### config.mk
export PLATFORM = sky130hd
export DESIGN_NAME = instruction_field_pipeline
export DESIGN_NICKNAME = d
export VERILOG_FILES = /design/src/rtl/instruction_field_pipeline.sv
export SDC_FILE = /design/constraint.sdc
export NUM_CORES = 1
export LEC_CHECK = 0
export CELL_PAD_IN_SITES_DETAIL_PLACEMENT = 1
export CELL_PAD_IN_SITES_GLOBAL_PLACEMENT = 2
export CORE_MARGIN = 4
export CORE_UTILIZATION = 35
export DETAILED_ROUTE_END_ITERATION = 12
export GPL_ROUTABILITY_DRIVEN = 0
export PLACE_DENSITY_LB_ADDON = 0.08
export SLEW_MARGIN = 10
export SYNTH_ARGS = -nofsm -noshare
export SYNTH_HDL_FRONTEND = slang
export SYNTH_SLANG_ARGS = --single-unit
### constraint.sdc
create_clock -name clock -period 11.32 [get_ports clock]
set_input_delay 3.396 -clock clock [delete_from_list [all_inputs] [get_ports clock]]
set_output_delay 3.396 -clock clock [all_outputs]
set_load 0.02 [all_outputs]
### src/rtl/instruction_field_pipeline.sv
// Elastic instruction field splitter: valid/ready chain of PIPE_DEPTH register stages.
// Optional unused-MSB flag and error counter enabled by INSTRUCTION_FIELD_UNUSED_CHECK_EN.
module instruction_field_pipeline #(
    parameter int unsigned WORD_WIDTH      = 40,
    parameter int unsigned OPCODE_WIDTH    = 4,
    parameter int unsigned D_OPERAND_WIDTH = 12,
    parameter int unsigned A_OPERAND_WIDTH = 10,
    parameter int unsigned B_OPERAND_WIDTH = 10,
    parameter int unsigned THREAD_WIDTH    = 3,
    parameter int unsigned PIPE_DEPTH      = 2,
    parameter int unsigned ERR_COUNT_WIDTH = 8
) (
    input  logic                       clock,
    input  logic                       reset,
    input  logic                       in_valid,
    output logic                       in_ready,
    input  logic [WORD_WIDTH-1:0]      instruction,
    input  logic [THREAD_WIDTH-1:0]    in_thread,
    output logic                       out_valid,
    input  logic                       out_ready,
    output logic [OPCODE_WIDTH-1:0]    opcode,
    output logic [D_OPERAND_WIDTH-1:0] D_operand,
    output logic [A_OPERAND_WIDTH-1:0] A_operand,
    output logic [B_OPERAND_WIDTH-1:0] B_operand,
    output logic [THREAD_WIDTH-1:0]    out_thread,
    output logic                       unused_nonzero,
    input  logic                       err_clear,
    output logic [ERR_COUNT_WIDTH-1:0] err_count
);
    localparam int unsigned USED = OPCODE_WIDTH + D_OPERAND_WIDTH + A_OPERAND_WIDTH
                                   + B_OPERAND_WIDTH;
    localparam int unsigned PW   = THREAD_WIDTH + USED;

    if (USED > WORD_WIDTH) begin : g_bad_used
        $error("instruction_field_pipeline: field widths exceed WORD_WIDTH");
    end
    if (PIPE_DEPTH < 1 || PIPE_DEPTH > 4) begin : g_bad_depth
        $error("instruction_field_pipeline: PIPE_DEPTH must be 1..4");
    end

    logic [PIPE_DEPTH-1:0] valid_q;
    logic [PW-1:0]         payload_q [PIPE_DEPTH];
    logic [PIPE_DEPTH-1:0] ready;
    logic [PW-1:0]         in_payload;

    assign in_payload = {in_thread, instruction[USED-1:0]};

    // Stage k can move iff out_ready or some stage from k downwards is empty.
    always_comb begin
        logic full_below;
        full_below = 1'b1;
        ready      = '0;
        for (int k = PIPE_DEPTH - 1; k >= 0; k--) begin
            full_below = full_below & valid_q[k];
            ready[k]   = out_ready | ~full_below;
        end
    end

    always_ff @(posedge clock) begin
        if (reset) begin
            valid_q <= '0;
            for (int k = 0; k < PIPE_DEPTH; k++) begin
                payload_q[k] <= '0;
            end
        end else begin
            if (ready[0]) begin
                valid_q[0]   <= in_valid;
                payload_q[0] <= in_payload;
            end
            for (int k = 1; k < PIPE_DEPTH; k++) begin
                if (ready[k]) begin
                    valid_q[k]   <= valid_q[k-1];
                    payload_q[k] <= payload_q[k-1];
                end
            end
        end
    end

    assign in_ready  = ready[0];
    assign out_valid = valid_q[PIPE_DEPTH-1];
    assign {out_thread, opcode, D_operand, A_operand, B_operand} = payload_q[PIPE_DEPTH-1];

`ifdef INSTRUCTION_FIELD_UNUSED_CHECK_EN
    logic                       in_flag;
    logic                       err_inc;
    logic [PIPE_DEPTH-1:0]      flag_q;
    logic [ERR_COUNT_WIDTH-1:0] err_count_q;

    if (USED < WORD_WIDTH) begin : g_flag
        assign in_flag = |instruction[WORD_WIDTH-1:USED];
    end else begin : g_no_flag
        assign in_flag = 1'b0;
    end

    assign err_inc = in_valid & ready[0] & in_flag;

    always_ff @(posedge clock) begin
        if (reset) begin
            flag_q      <= '0;
            err_count_q <= '0;
        end else begin
            if (ready[0]) begin
                flag_q[0] <= in_flag;
            end
            for (int k = 1; k < PIPE_DEPTH; k++) begin
                if (ready[k]) begin
                    flag_q[k] <= flag_q[k-1];
                end
            end
            // A clear coinciding with a flagged acceptance leaves that acceptance counted.
            if (err_clear) begin
                err_count_q <= ERR_COUNT_WIDTH'(err_inc);
            end else if (err_inc && !(&err_count_q)) begin
                err_count_q <= err_count_q + ERR_COUNT_WIDTH'(1);
            end
        end
    end

    assign unused_nonzero = flag_q[PIPE_DEPTH-1];
    assign err_count      = err_count_q;
`else
    logic unused_err_clear;
    assign unused_err_clear = err_clear;
    if (USED < WORD_WIDTH) begin : g_unused_hi
        logic unused_hi_bits;
        assign unused_hi_bits = ^instruction[WORD_WIDTH-1:USED];
    end
    assign unused_nonzero = 1'b0;
    assign err_count      = '0;
`endif

endmodule
After elaboration in Yosys (flattened, before gate mapping)
Memories as Yosys holds them, arrays and structs flattened.
Index checks and enable logic that the tools add are counted.
{"block": "totals", "mem_count": 1, "register_bits": 2, "word_cells": 20, "mem_bits_rw": 78}
{"memory": "payload_q", "depth": 2, "width": 39, "rd": 2, "rd_clocked_by_memory_dff": 0, "write_ports": 2, "line_no": "42", "rtl": "logic [PW-1:0] payload_q [PIPE_DEPTH];"}
{"block": "classes", "bitwise_logic": 7, "muxes": 10}
{"operator": "39-bit 2-to-1 mux", "count": 2}
{"operator": "1-bit 2-to-1 mux", "count": 8}
{"operator": "1-bit OR", "count": 4}
{"operator": "1-bit NOT", "count": 2}
{"operator": "1-bit AND", "count": 1}

Longest topological paths before layout
{"block": "depth", "ltp_word": 7, "depth_mapped": 5}

Worst setup path before layout
No wires, ideal clock.
{"block": "synth_timing", "path_kind": "input -> output", "from": "input port out_ready", "to": "output port in_ready", "required_ns": 7.924, "t_arrival_ns": 3.953, "setup_slack_ns": 3.971, "stages": 4, "n_path_buf": 2, "path_cell_list": "and3b_1 buf_6 buf_6 inv_1"}
{"block": "synth_between", "elab_chain_len": 1}
{"item": "from (decl)", "line_no": "20", "rtl": "input logic out_ready,"}
{"item": "1-bit OR", "line_no": "55", "rtl": "ready[k] = out_ready | ~full_below;"}
{"item": "to (decl)", "line_no": "16", "rtl": "output logic in_ready,"}
No other way between the ends.

Worst setup path in the final report
Same ends and word-level chain as after synthesis.

==> results_dict.tcl <==
set metrics [dict create \
    synth-xor-area-share_pct 0 \
    fin_nets 320 \
    fmax_ghz 0.1217 \
    drt_iter0_drc 45 \
    final_hold_viol_count 0 \
    ff2ff_path_depth 2 \
    critPathLaunchType "input pin" \
    holdBufCountCts 0 \
    diodes 0 \
    maxSlewHeadroom_pct 24.60 \
    clk_latency_ns 0.34 \
    grt_pass1_wl_um 10120 \
    antenna_found_initial 0 \
    tritoncts "yes" \
    end_kind "primary output" \
    htree_num_levels 3 \
    synth_fa_ha_area_share_pct 0 \
    r2r_start "valid_q[1]" \
    synth.area.top_cells "edfxtp_1, nor3b_1, buf_4" \
    ctsResizeCount 0 \
    setup_violations 0 \
    post-route-period-util_pct 72.59 \
    netlist_area_sq_um 3533 \
    clkSinkCount 80 \
    yosysTopAreaCellShare_pct 66.29 \
    worst_slew_pin_slew_ns 1.131 \
    crit_arrival_ns 4.82 \
    coreArea_sq_um 9819 \
    hold_depth 2 \
    firstDrtPassIters 4 \
    r2r_end "payload_q[0][23]" \
    clk_pin_slew_ns 0.07 \
    overflow 0 \
    synthTopCellsByCount "edfxtp_1, nor3b_1, buf_4" \
    die_w_um 108.5 \
    synthSimpleGateAreaFrac_pct 18.84 \
    finalCriticalPeriod_ns 8.217 \
    synth_mux_area_share_pct 0 \
    hp-start "valid_q[0]" \
    clk_root_buffer_cell "clkbuf_8" \
    start_util_pct 35.98 \
    rsz0062_at_grt "no" \
    synthCells 234 \
    avgViaCountPerCell 4.479 \
    die_area_sq_um 11770 \
    cts_buffers 9 \
    drc 0 \
    crit_type "in -> out" \
    cp_data_required_time_ns 7.92 \
    yosysTopAreaCell "edfxtp_1" \
    io_pins 98 \
    drv_cap 0 \
    synthToLayoutAreaGrowth_pct 20.57 \
    syn_avg_cell_area_sq_um 15.10 \
    status "finished, final reports clean" \
    ys_types 15 \
    grt_max_degree 82 \
    wire_per_inst_um 15.90 \
    synth_edf_count 78 \
    ant_nets 0 \
    ys_warn_count 0 \
    fin_tns_setup_ns 0 \
    use_met3_pct 4.179 \
    grt_use_met1_pct 14.31 \
    seq_area_frac_synth_pct 67.42 \
    grt_usage_pct 11.56 \
    finClkSkew_ns 0.006368 \
    synth_top_family_by_area "simple AND/OR/NAND/NOR gates" \
    nFillCells 1023 \
    yosysMostFrequentCell "edfxtp_1" \
    whs_ns 0.4825 \
    ys_ff_latch 80 \
    powerDensity_nw_per_um2 137.2 \
    synth-compound-area-share_pct 0.2833 \
    use_met2_pct 18.40 \
    ys_async_sr_fraction_pct 0 \
    cts_buffer_depth 2 \
    grt.busiest_layer "met2" \
    p_leak_nw 1.524 \
    synthFlopType "edfxtp_1" \
    slew_violations 0 \
    cts_setup_buffers 0 \
    ir_drop_mv 0.06058 \
    totalWireLength_um 6504 \
    dp_hpwl_um 3712 \
    drive_above_1_share_pct 9.058 \
    min_to "valid_q[1]" \
    path_max_fanout 3 \
    port_buffers 83 \
    r2r_slack_ns 8.68 \
    worstHoldPathType "reg -> reg" \
    die_h_um 108.5 \
    rows 36 \
    num_vias 1832 \
    grt_pass1_vias 1853 \
]
## report_power, final
| part | switching (W) | total (W) | internal (W) |
|---|---|---|---|
| clock | 0.0000933 | 0.000171 | 0.0000776 |
| sequential | 0.00000433 | 0.000347 | 0.000343 |
| combinational | 0.0000304 | 0.0000667 | 0.0000363 |
| total | 0.000128 | 0.000585 | 0.000456 |
## how the worst max path moves through the flow
stage	slack (ns)	end	cells after the start	startpoint
3_3_place_gp	3.08	in_ready	4	out_ready
4_1_cts	3.09	in_ready	4	out_ready
3_5_place_dp	3.10	in_ready	4	out_ready
5_1_grt	3.05	in_ready	4	out_ready
6_report	3.10	in_ready	4	out_ready
2_1_floorplan	3.97	in_ready	4	out_ready
## routing by layer
layer  routed length, um  up-vias
li1                    -      863
met1                2722      909
met2                3275       53
met3                 422        7
met4                  84        0
met5                   0        -
## cell usage in the layout, fill, tap and decap left out, drive strengths merged
| cell type | n |
|---|---|
| a21oi | 2 |
| buf | 3 |
| and3b | 1 |
| or2 | 1 |
| inv | 3 |
| nor3b | 78 |
| clkbuf | 13 |
| dfxtp | 2 |
| or3b | 1 |
| conb | 9 |
| clkdlybuf4s50 | 82 |
| nand2b | 1 |
| edfxtp | 78 |
| clkinv | 2 |
## cell families (layout without fill, tap and decap cells)
kind of cell           after synthesis  in the layout
AOI/OAI and AO/OA                    2              2
other                                1              9
and+or+nand+nor                     82             82
buffers and inverters               69            103
DFF                                 80             80
## sequential cells by signal, summed over array words and instances, names as in the netlist
register	count
payload_q	78
valid_q	2
## final cells by class
cell class | count | area, sq um | area share, %
Timing Repair Buffer | 85 | 840.8 | 19.74
Clock buffer | 13 | 138.9 | 3.260
Multi-Input combinational cell | 93 | 713.2 | 16.74
Tap cell | 133 | 166.4 | 3.906
Sequential cell | 80 | 2382 | 55.92
Inverter | 3 | 11.26 | 0.2643
Clock inverter | 2 | 7.507 | 0.1762
## worst max-delay path, cell delays in order
cell and delay, ns:
clkdlybuf4s50_1 0.51, and3b_4 0.22, inv_1 0.08, clkdlybuf4s50_1 0.61
## stage by stage
stage               utilization (%)  worst slack (ns)  std cells  area (sq um)  power [W]
floorplan                         -             3.971        242          3563  0.0003989
global placement              41.90             3.082        394          4114  0.0004202
detailed placement            41.90             3.095        394          4114  0.0004215
CTS                           43.39             3.086        409          4260  0.0005965
global route                  43.39             3.050        409          4260  0.0006142
finish                        43.39             3.103        409          4260  0.0005845
No activity file was read; power rests on OpenSTA's default activity.
